<file path="src/rtl/fe_pc_ctl_pkg.sv">
// fe_pc_ctl_pkg
//   Shared types for the front-end fetch sequencer: physical address and
//   instruction packets, redirect packets, FSM state, perf counter bundle.
//   FE_OUTST_W matches the default MAX_OUTSTANDING of fe_pc_ctl.
package fe_pc_ctl_pkg;

  localparam int PADDR_W            = 32;
  localparam int INSTR_W            = 32;
  localparam int FE_MAX_OUTSTANDING = 4;
  localparam int FE_OUTST_W         = $clog2(FE_MAX_OUTSTANDING + 1);

  typedef logic [PADDR_W-1:0] t_paddr;

  typedef struct packed {
    logic [INSTR_W-1:0] instr;
  } t_instr_pkt;

  typedef struct packed {
    logic   valid;
    t_paddr restore_pc;
  } t_br_mispred_pkt;

  typedef struct packed {
    logic   valid;
    t_paddr restore_pc;
  } t_nuke_pkt;

  typedef enum logic [1:0] {
    IDLE   = 2'd0,
    RUN    = 2'd1,
    BUBBLE = 2'd2
  } t_fe_pc_state;

  typedef struct packed {
    logic [31:0] redirects;
    logic [31:0] stale_drops;
    logic [31:0] credit_stall_cycles;
  } t_fe_perf;

  // Saturating increment for the perf counters.
  function automatic logic [31:0] sat_inc(input logic [31:0] v, input logic en);
    return (en && (v != 32'hFFFF_FFFF)) ? v + 32'd1 : v;
  endfunction

endpackage

</file>
<file path="src/rtl/fe_stale_tracker.sv">
// fe_stale_tracker
//   Counts icache requests in flight and how many of them were orphaned by a
//   redirect, and decides whether the current response goes to decode.
// Ports
//   clk, reset_n    clock, synchronous active-low reset
//   i_fire          request accepted by icache this cycle
//   i_rsp           icache response this cycle (in request order)
//   i_redirect      redirect taken this cycle
//   o_rsp_ok        response is live (not stale, no same-cycle redirect)
//   o_credit_ok     outst_cnt < MAX_OUTSTANDING (registered count only)
//   o_outst_cnt     requests in flight
//   o_stale_cnt     in-flight requests whose responses must be dropped
module fe_stale_tracker #(
  parameter int MAX_OUTSTANDING = 4,
  localparam int OW = $clog2(MAX_OUTSTANDING + 1)
) (
  input  logic          clk,
  input  logic          reset_n,
  input  logic          i_fire,
  input  logic          i_rsp,
  input  logic          i_redirect,
  output logic          o_rsp_ok,
  output logic          o_credit_ok,
  output logic [OW-1:0] o_outst_cnt,
  output logic [OW-1:0] o_stale_cnt
);

  logic [OW-1:0] r_outst_cnt;
  logic [OW-1:0] r_stale_cnt;
  logic [OW:0]   w_total;
  logic [OW-1:0] w_stale_nxt;

  // One extra bit so the +fire-rsp arithmetic cannot alias; fire is only
  // possible below MAX, so the result always fits back into OW bits.
  assign w_total = {1'b0, r_outst_cnt} + (OW+1)'(i_fire) - (OW+1)'(i_rsp);

  // A redirect orphans everything still in flight, including a request
  // accepted this very cycle.
  always_comb begin
    w_stale_nxt = r_stale_cnt;
    if (i_redirect)
      w_stale_nxt = w_total[OW-1:0];
    else if (i_rsp && (r_stale_cnt != '0))
      w_stale_nxt = r_stale_cnt - OW'(1);
  end

  always_ff @(posedge clk) begin
    if (!reset_n) begin
      r_outst_cnt <= '0;
      r_stale_cnt <= '0;
    end else begin
      r_outst_cnt <= w_total[OW-1:0];
      r_stale_cnt <= w_stale_nxt;
    end
  end

  assign o_rsp_ok    = i_rsp && (r_stale_cnt == '0) && !i_redirect;
  assign o_credit_ok = r_outst_cnt < OW'(MAX_OUTSTANDING);
  assign o_outst_cnt = r_outst_cnt;
  assign o_stale_cnt = r_stale_cnt;

`ifdef ASSERT
  always_ff @(posedge clk) begin
    if (reset_n) begin
      assert (r_outst_cnt <= OW'(MAX_OUTSTANDING)) else $error("outst_cnt above limit");
      assert (r_stale_cnt <= r_outst_cnt) else $error("stale_cnt above outst_cnt");
      assert (!(i_rsp && (r_outst_cnt == '0))) else $error("rsp with nothing outstanding");
    end
  end
`endif

endmodule

</file>
<file path="src/rtl/fe_pc_ctl.sv">
// fe_pc_ctl
//   Front-end fetch sequencer. Owns the fetch PC, issues in-order requests to
//   the icache under a credit limit, arbitrates redirects (nuke over branch
//   mispredict over sequential), and drops stale responses after a redirect.
// Ports
//   clk, reset_n       clock, synchronous active-low reset
//   decode_ready_de0   decode has room; gates new requests
//   br_mispred_ex0     branch redirect {valid, restore_pc}
//   nuke_rb1           nuke redirect {valid, restore_pc}, wins over branch
//   ic_req_valid/ready/pc  fetch request handshake
//   ic_rsp_valid/instr in-order icache response
//   valid_fe1/instr_fe1    live response toward decode
//   redirect_fe0       redirect taken this cycle (combinational)
//   perf_fe_pc         perf counters, present only with FE_PC_CTL_PERF_EN
// Configuration
//   FE_PC_CTL_PERF_EN  adds saturating redirect/stale-drop/credit-stall counters
module fe_pc_ctl
  import fe_pc_ctl_pkg::*;
#(
  parameter t_paddr RESET_PC        = 32'h0000_0000,
  parameter int     MAX_OUTSTANDING = 4,
  parameter int     FETCH_BYTES     = 4
) (
  input  logic            clk,
  input  logic            reset_n,
  input  logic            decode_ready_de0,
  input  t_br_mispred_pkt br_mispred_ex0,
  input  t_nuke_pkt       nuke_rb1,
  output logic            ic_req_valid,
  input  logic            ic_req_ready,
  output t_paddr          ic_req_pc,
  input  logic            ic_rsp_valid,
  input  t_instr_pkt      ic_rsp_instr,
  output logic            valid_fe1,
  output t_instr_pkt      instr_fe1,
  output logic            redirect_fe0
`ifdef FE_PC_CTL_PERF_EN
  ,
  output t_fe_perf        perf_fe_pc
`endif
);

  localparam int OUTST_W = $clog2(MAX_OUTSTANDING + 1);

  t_fe_pc_state r_state, w_state_nxt;
  t_paddr       r_pc, w_pc_nxt;
  t_paddr       w_restore_pc;
  logic         w_redirect;
  logic         w_fire;
  logic         w_credit_ok;
  logic         w_rsp_ok;
  logic [OUTST_W-1:0] w_outst_cnt;
  logic [OUTST_W-1:0] w_stale_cnt;

  assign w_redirect   = nuke_rb1.valid | br_mispred_ex0.valid;
  assign w_restore_pc = nuke_rb1.valid ? nuke_rb1.restore_pc : br_mispred_ex0.restore_pc;

  // Redirect suppresses the request the same cycle, so a redirect never
  // coincides with a fire and the held PC can be replaced safely.
  assign ic_req_valid = (r_state == RUN) && decode_ready_de0 && w_credit_ok && !w_redirect;
  assign w_fire       = ic_req_valid && ic_req_ready;
  assign ic_req_pc    = r_pc;
  assign redirect_fe0 = w_redirect;
  assign valid_fe1    = w_rsp_ok;
  assign instr_fe1    = ic_rsp_instr;

  always_comb begin
    w_state_nxt = r_state;
    case (r_state)
      IDLE:    w_state_nxt = w_redirect ? BUBBLE : RUN;
      RUN:     w_state_nxt = w_redirect ? BUBBLE : RUN;
      BUBBLE:  w_state_nxt = w_redirect ? BUBBLE : RUN;
      default: w_state_nxt = IDLE;
    endcase
  end

  // Sequential increment wraps modulo 2^PADDR_W by plain truncation.
  always_comb begin
    w_pc_nxt = r_pc;
    if (w_redirect)
      w_pc_nxt = w_restore_pc;
    else if (w_fire)
      w_pc_nxt = r_pc + PADDR_W'(FETCH_BYTES);
  end

  always_ff @(posedge clk) begin
    if (!reset_n) begin
      r_state <= IDLE;
      r_pc    <= RESET_PC;
    end else begin
      r_state <= w_state_nxt;
      r_pc    <= w_pc_nxt;
    end
  end

  fe_stale_tracker #(
    .MAX_OUTSTANDING (MAX_OUTSTANDING)
  ) u_trk (
    .clk         (clk),
    .reset_n     (reset_n),
    .i_fire      (w_fire),
    .i_rsp       (ic_rsp_valid),
    .i_redirect  (w_redirect),
    .o_rsp_ok    (w_rsp_ok),
    .o_credit_ok (w_credit_ok),
    .o_outst_cnt (w_outst_cnt),
    .o_stale_cnt (w_stale_cnt)
  );

`ifdef FE_PC_CTL_PERF_EN
  t_fe_perf r_perf;
  logic     w_credit_stall;

  assign w_credit_stall = decode_ready_de0 && (w_outst_cnt == OUTST_W'(MAX_OUTSTANDING));

  always_ff @(posedge clk) begin
    if (!reset_n) begin
      r_perf <= '0;
    end else begin
      r_perf.redirects           <= sat_inc(r_perf.redirects, w_redirect);
      r_perf.stale_drops         <= sat_inc(r_perf.stale_drops, ic_rsp_valid && !w_rsp_ok);
      r_perf.credit_stall_cycles <= sat_inc(r_perf.credit_stall_cycles, w_credit_stall);
    end
  end

  assign perf_fe_pc = r_perf;
`endif

`ifdef ASSERT
  logic   r_a_hold;
  t_paddr r_a_pc;

  // A request left pending by the icache must reappear with the same PC.
  always_ff @(posedge clk) begin
    if (!reset_n) begin
      r_a_hold <= 1'b0;
      r_a_pc   <= '0;
    end else begin
      r_a_hold <= ic_req_valid && !ic_req_ready;
      r_a_pc   <= ic_req_pc;
      if (r_a_hold && ic_req_valid)
        assert (ic_req_pc == r_a_pc) else $error("ic_req_pc changed while stalled");
    end
  end
`endif

  logic w_unused;
  assign w_unused = ^w_stale_cnt;

endmodule

</file>
<file path="config.mk">
export PLATFORM = sky130hd
export DESIGN_NAME = fe_pc_ctl
export DESIGN_NICKNAME = d
export VERILOG_FILES = /design/src/rtl/fe_pc_ctl_pkg.sv /design/src/rtl/fe_stale_tracker.sv /design/src/rtl/fe_pc_ctl.sv
export SDC_FILE = /design/constraint.sdc
export NUM_CORES = 1
export LEC_CHECK = 0
export BUFFER_PORTS_ARGS = -buffer_cell sky130_fd_sc_hd__buf_2
export CAP_MARGIN = 20
export CELL_PAD_IN_SITES_DETAIL_PLACEMENT = 1
export CELL_PAD_IN_SITES_GLOBAL_PLACEMENT = 1
export CORE_AREA = 2 2 73 145
export DETAILED_ROUTE_END_ITERATION = 16
export DIE_AREA = 0 0 75 147
export PLACE_DENSITY_LB_ADDON = 0.08
export SLEW_MARGIN = 20
export SYNTH_ARGS = -nofsm -noshare
export SYNTH_HDL_FRONTEND = slang
export SYNTH_HIERARCHICAL = 1
export SYNTH_SLANG_ARGS = --single-unit
</file>
<file path="constraint.sdc">
create_clock -name clk -period 2.35 [get_ports clk]
set_input_delay 0.235 -clock clk [delete_from_list [all_inputs] [get_ports clk]]
set_output_delay 0.235 -clock clk [all_outputs]
set_load 0.005 [all_outputs]
</file>
==> flow_metrics.tcl <==
set metrics [dict create \
    avgSynthCellArea_um2 7.89 \
    finalSetupViolations 0 \
    cts_hold_buf 0 \
    drv_slew 0 \
    yosysSeqAreaShare_pct 27.4 \
    synthToLayoutAreaGrowth_pct 20.1 \
    layout_commonest_cell "buf_2" \
    clk_pin_slew_ns 0.06 \
    grt.total_usage_pct 17.9 \
    synth_edf_count 0 \
    grt_max_degree 42 \
    cts-htree-levels 2 \
    hold_class "in2reg" \
    wl_mm 9.80 \
    dieArea_mm2 0.0110 \
    finClkSkew_ns 0.00832 \
    clockRootBuffer "clkbuf_16" \
    critical_path.endpoint_type "flip-flop" \
    finalCritPeriodShare_pct 88.0 \
    syn_inst 371 \
    drc 0 \
    cts_setup_buffers 0 \
    cp.arrival_ns 2.22 \
    hold_viol_final 0 \
    peakVddDrop_mv 0.234 \
    die_w_um 75 \
    path_max_fanout 3 \
    cts_tree "built" \
    drtIter0Drc 95 \
    drv_cap 0 \
    num_rows 52 \
    cts_buffers 5 \
    clk_latency_ns 0.29 \
    async_reset_ff_share_pct 0 \
    synth_area_mm2 0.00293 \
    drt_pre_antenna_iters 4 \
    synth_nets 480 \
    ys.flop_type "dfxtp_1" \
    max_freq_ghz 0.484 \
    grt_overflow 0 \
    core_mm2 0.00995 \
    num_vias 2970 \
    drive_above_1_share_pct 30.2 \
    r2r_slack_ns 0.28 \
    crit_type "reg2reg" \
    antenna_found_initial 0 \
    multi_input_area_mm2 0.00173 \
    clk_path_buf_depth 2 \
    fin_crit_ns 2.07 \
    p_per_area_mw_per_mm2 558 \
    tightest_slew_ns 0.513 \
    fin_setup_tns_ns 0 \
    die_y_um 147 \
    leakagePower_nw 1.58 \
    grt_pass1_wl_mm 15.3 \
    yosys.cell_types.count 63 \
    synth_warnings 6 \
    place_hpwl_mm 7.66 \
    wl_per_cell_um 17.0 \
    dpl_cell_area_mm2 0.00336 \
    seqCellArea_um2 801 \
    ioPinCount 170 \
    rsz0062_at_grt "no" \
    holdWs_ns 0.171 \
    first_global_vias 3138 \
    cts.sink_count 40 \
    fin_nets 550 \
    ys_ff_latch 40 \
    fillerInstances 1265 \
    via_per_inst 5.16 \
    outcome "finished clean" \
    slew_headroom_pct 65.7 \
    cp-start-kind "flip-flop" \
    cts.repair.resized 0 \
    start_util_pct 29.4 \
    finalWeightedCongestion 0.775 \
    finish.instance_area_mm2 0.00352 \
    io_buffer_count 105 \
    ant_nets 0 \
    mostFrequentLayoutCells "105 x buf_2, 40 x dfxtp_1, 38 x nand2_1" \
    critPathRequiredTime_ns 2.50 \
    diodes 0 \
]
## final cells by class
| class | instances | share of cell area, % |
|---|---|---|
| multi-input cells | 261 | 49.2 |
| flip-flops and latches | 40 | 22.8 |
| repair buffers | 114 | 16.9 |
| well taps | 135 | 4.80 |
| clock buffers | 7 | 4.34 |
| inverters | 19 | 2.03 |
## critical path: stages, from the launching register on
cell	delay, ns
dfxtp_1	0.30
inv_1	0.09
and4b_1	0.24
nand3_1	0.11
inv_1	0.12
ha_1	0.15
inv_1	0.05
fa_1	0.40
xnor2_2	0.15
xnor2_1	0.21
a211oi_1	0.10
## worst paths after layout
path,from,to,cells past startpoint
worst max-delay path,u_trk/o_outst_cnt[2],u_trk/o_stale_cnt[2],10
worst max register to register,u_trk/o_outst_cnt[2],u_trk/o_stale_cnt[2],10
worst min-delay path,nuke_rb1[1],ic_req_pc[1],2
worst min register to register,ic_req_pc[13],ic_req_pc[13],2
## stage by stage
step	setup WS, ns	power [mW]	utilization [%]	instances
floorplan	0.260	1.11	-	371
global placement	0.324	1.24	33.8	569
detailed placement	0.270	1.25	33.8	569
CTS	0.247	1.99	35.3	576
global route	0.114	2.07	35.3	576
finish	0.283	1.96	35.3	576
## flip-flops by register name, indices dropped and copies added, names as in the netlist
signal and cells:
ic_req_pc 32, u_trk/o_outst_cnt 3, u_trk/o_stale_cnt 3, r_state 2
## cell families (layout without fill, tap and decap cells)
group,Yosys count,in the layout,share of synthesized area (%)
simple gates,140,140,26.4
compound gates,83,83,19.5
buf+inv,70,140,13.6
flops,40,40,27.4
xor+xnor,19,19,5.94
mux,13,13,4.44
fa+ha+maj,6,6,2.82
## synthesized netlist by cell type (3+ instances only)
| cell | count | area [um2] |
|---|---|---|
| and3_1 | 5 | 31.3 |
| nor4_1 | 4 | 25.0 |
| o211ai_1 | 10 | 75.1 |
| nand2_1 | 38 | 143 |
| mux2i_1 | 13 | 130 |
| and4_1 | 5 | 43.8 |
| nor2b_1 | 7 | 43.8 |
| a221oi_1 | 3 | 26.3 |
| buf_4 | 33 | 248 |
| o21ai_0 | 13 | 65.1 |
| nor3_1 | 11 | 55.1 |
| dfxtp_1 | 40 | 801 |
| o311ai_0 | 3 | 26.3 |
| clkbuf_1 | 13 | 48.8 |
| a21oi_1 | 20 | 100 |
| a211oi_1 | 4 | 30.0 |
| buf_2 | 3 | 15.0 |
| inv_1 | 18 | 67.6 |
| xnor2_1 | 13 | 114 |
| a22oi_1 | 3 | 22.5 |
| nor2_1 | 27 | 101 |
| nand3_1 | 17 | 85.1 |
| ha_1 | 5 | 62.6 |
| xor2_1 | 5 | 43.8 |
| nand4_1 | 5 | 31.3 |
## power breakdown
part	total (mW)	leakage (nW)	switching, mW	internal [mW]
Clock	0.728	0.0760	0.282	0.446
Sequential	0.810	0.333	0.0665	0.744
Combinational	0.423	1.17	0.218	0.206
Total	1.96	1.58	0.567	1.40
## metal layers
metal  vias up  wire (um)  GRT usage [%]
li1       1438          -              -
met3        10        562           3.84
met4         0        167           6.07
met1      1405       4240           21.8
met5         -          0              0
met2       117       4840           30.4
Power figures use the tool's default switching activity.
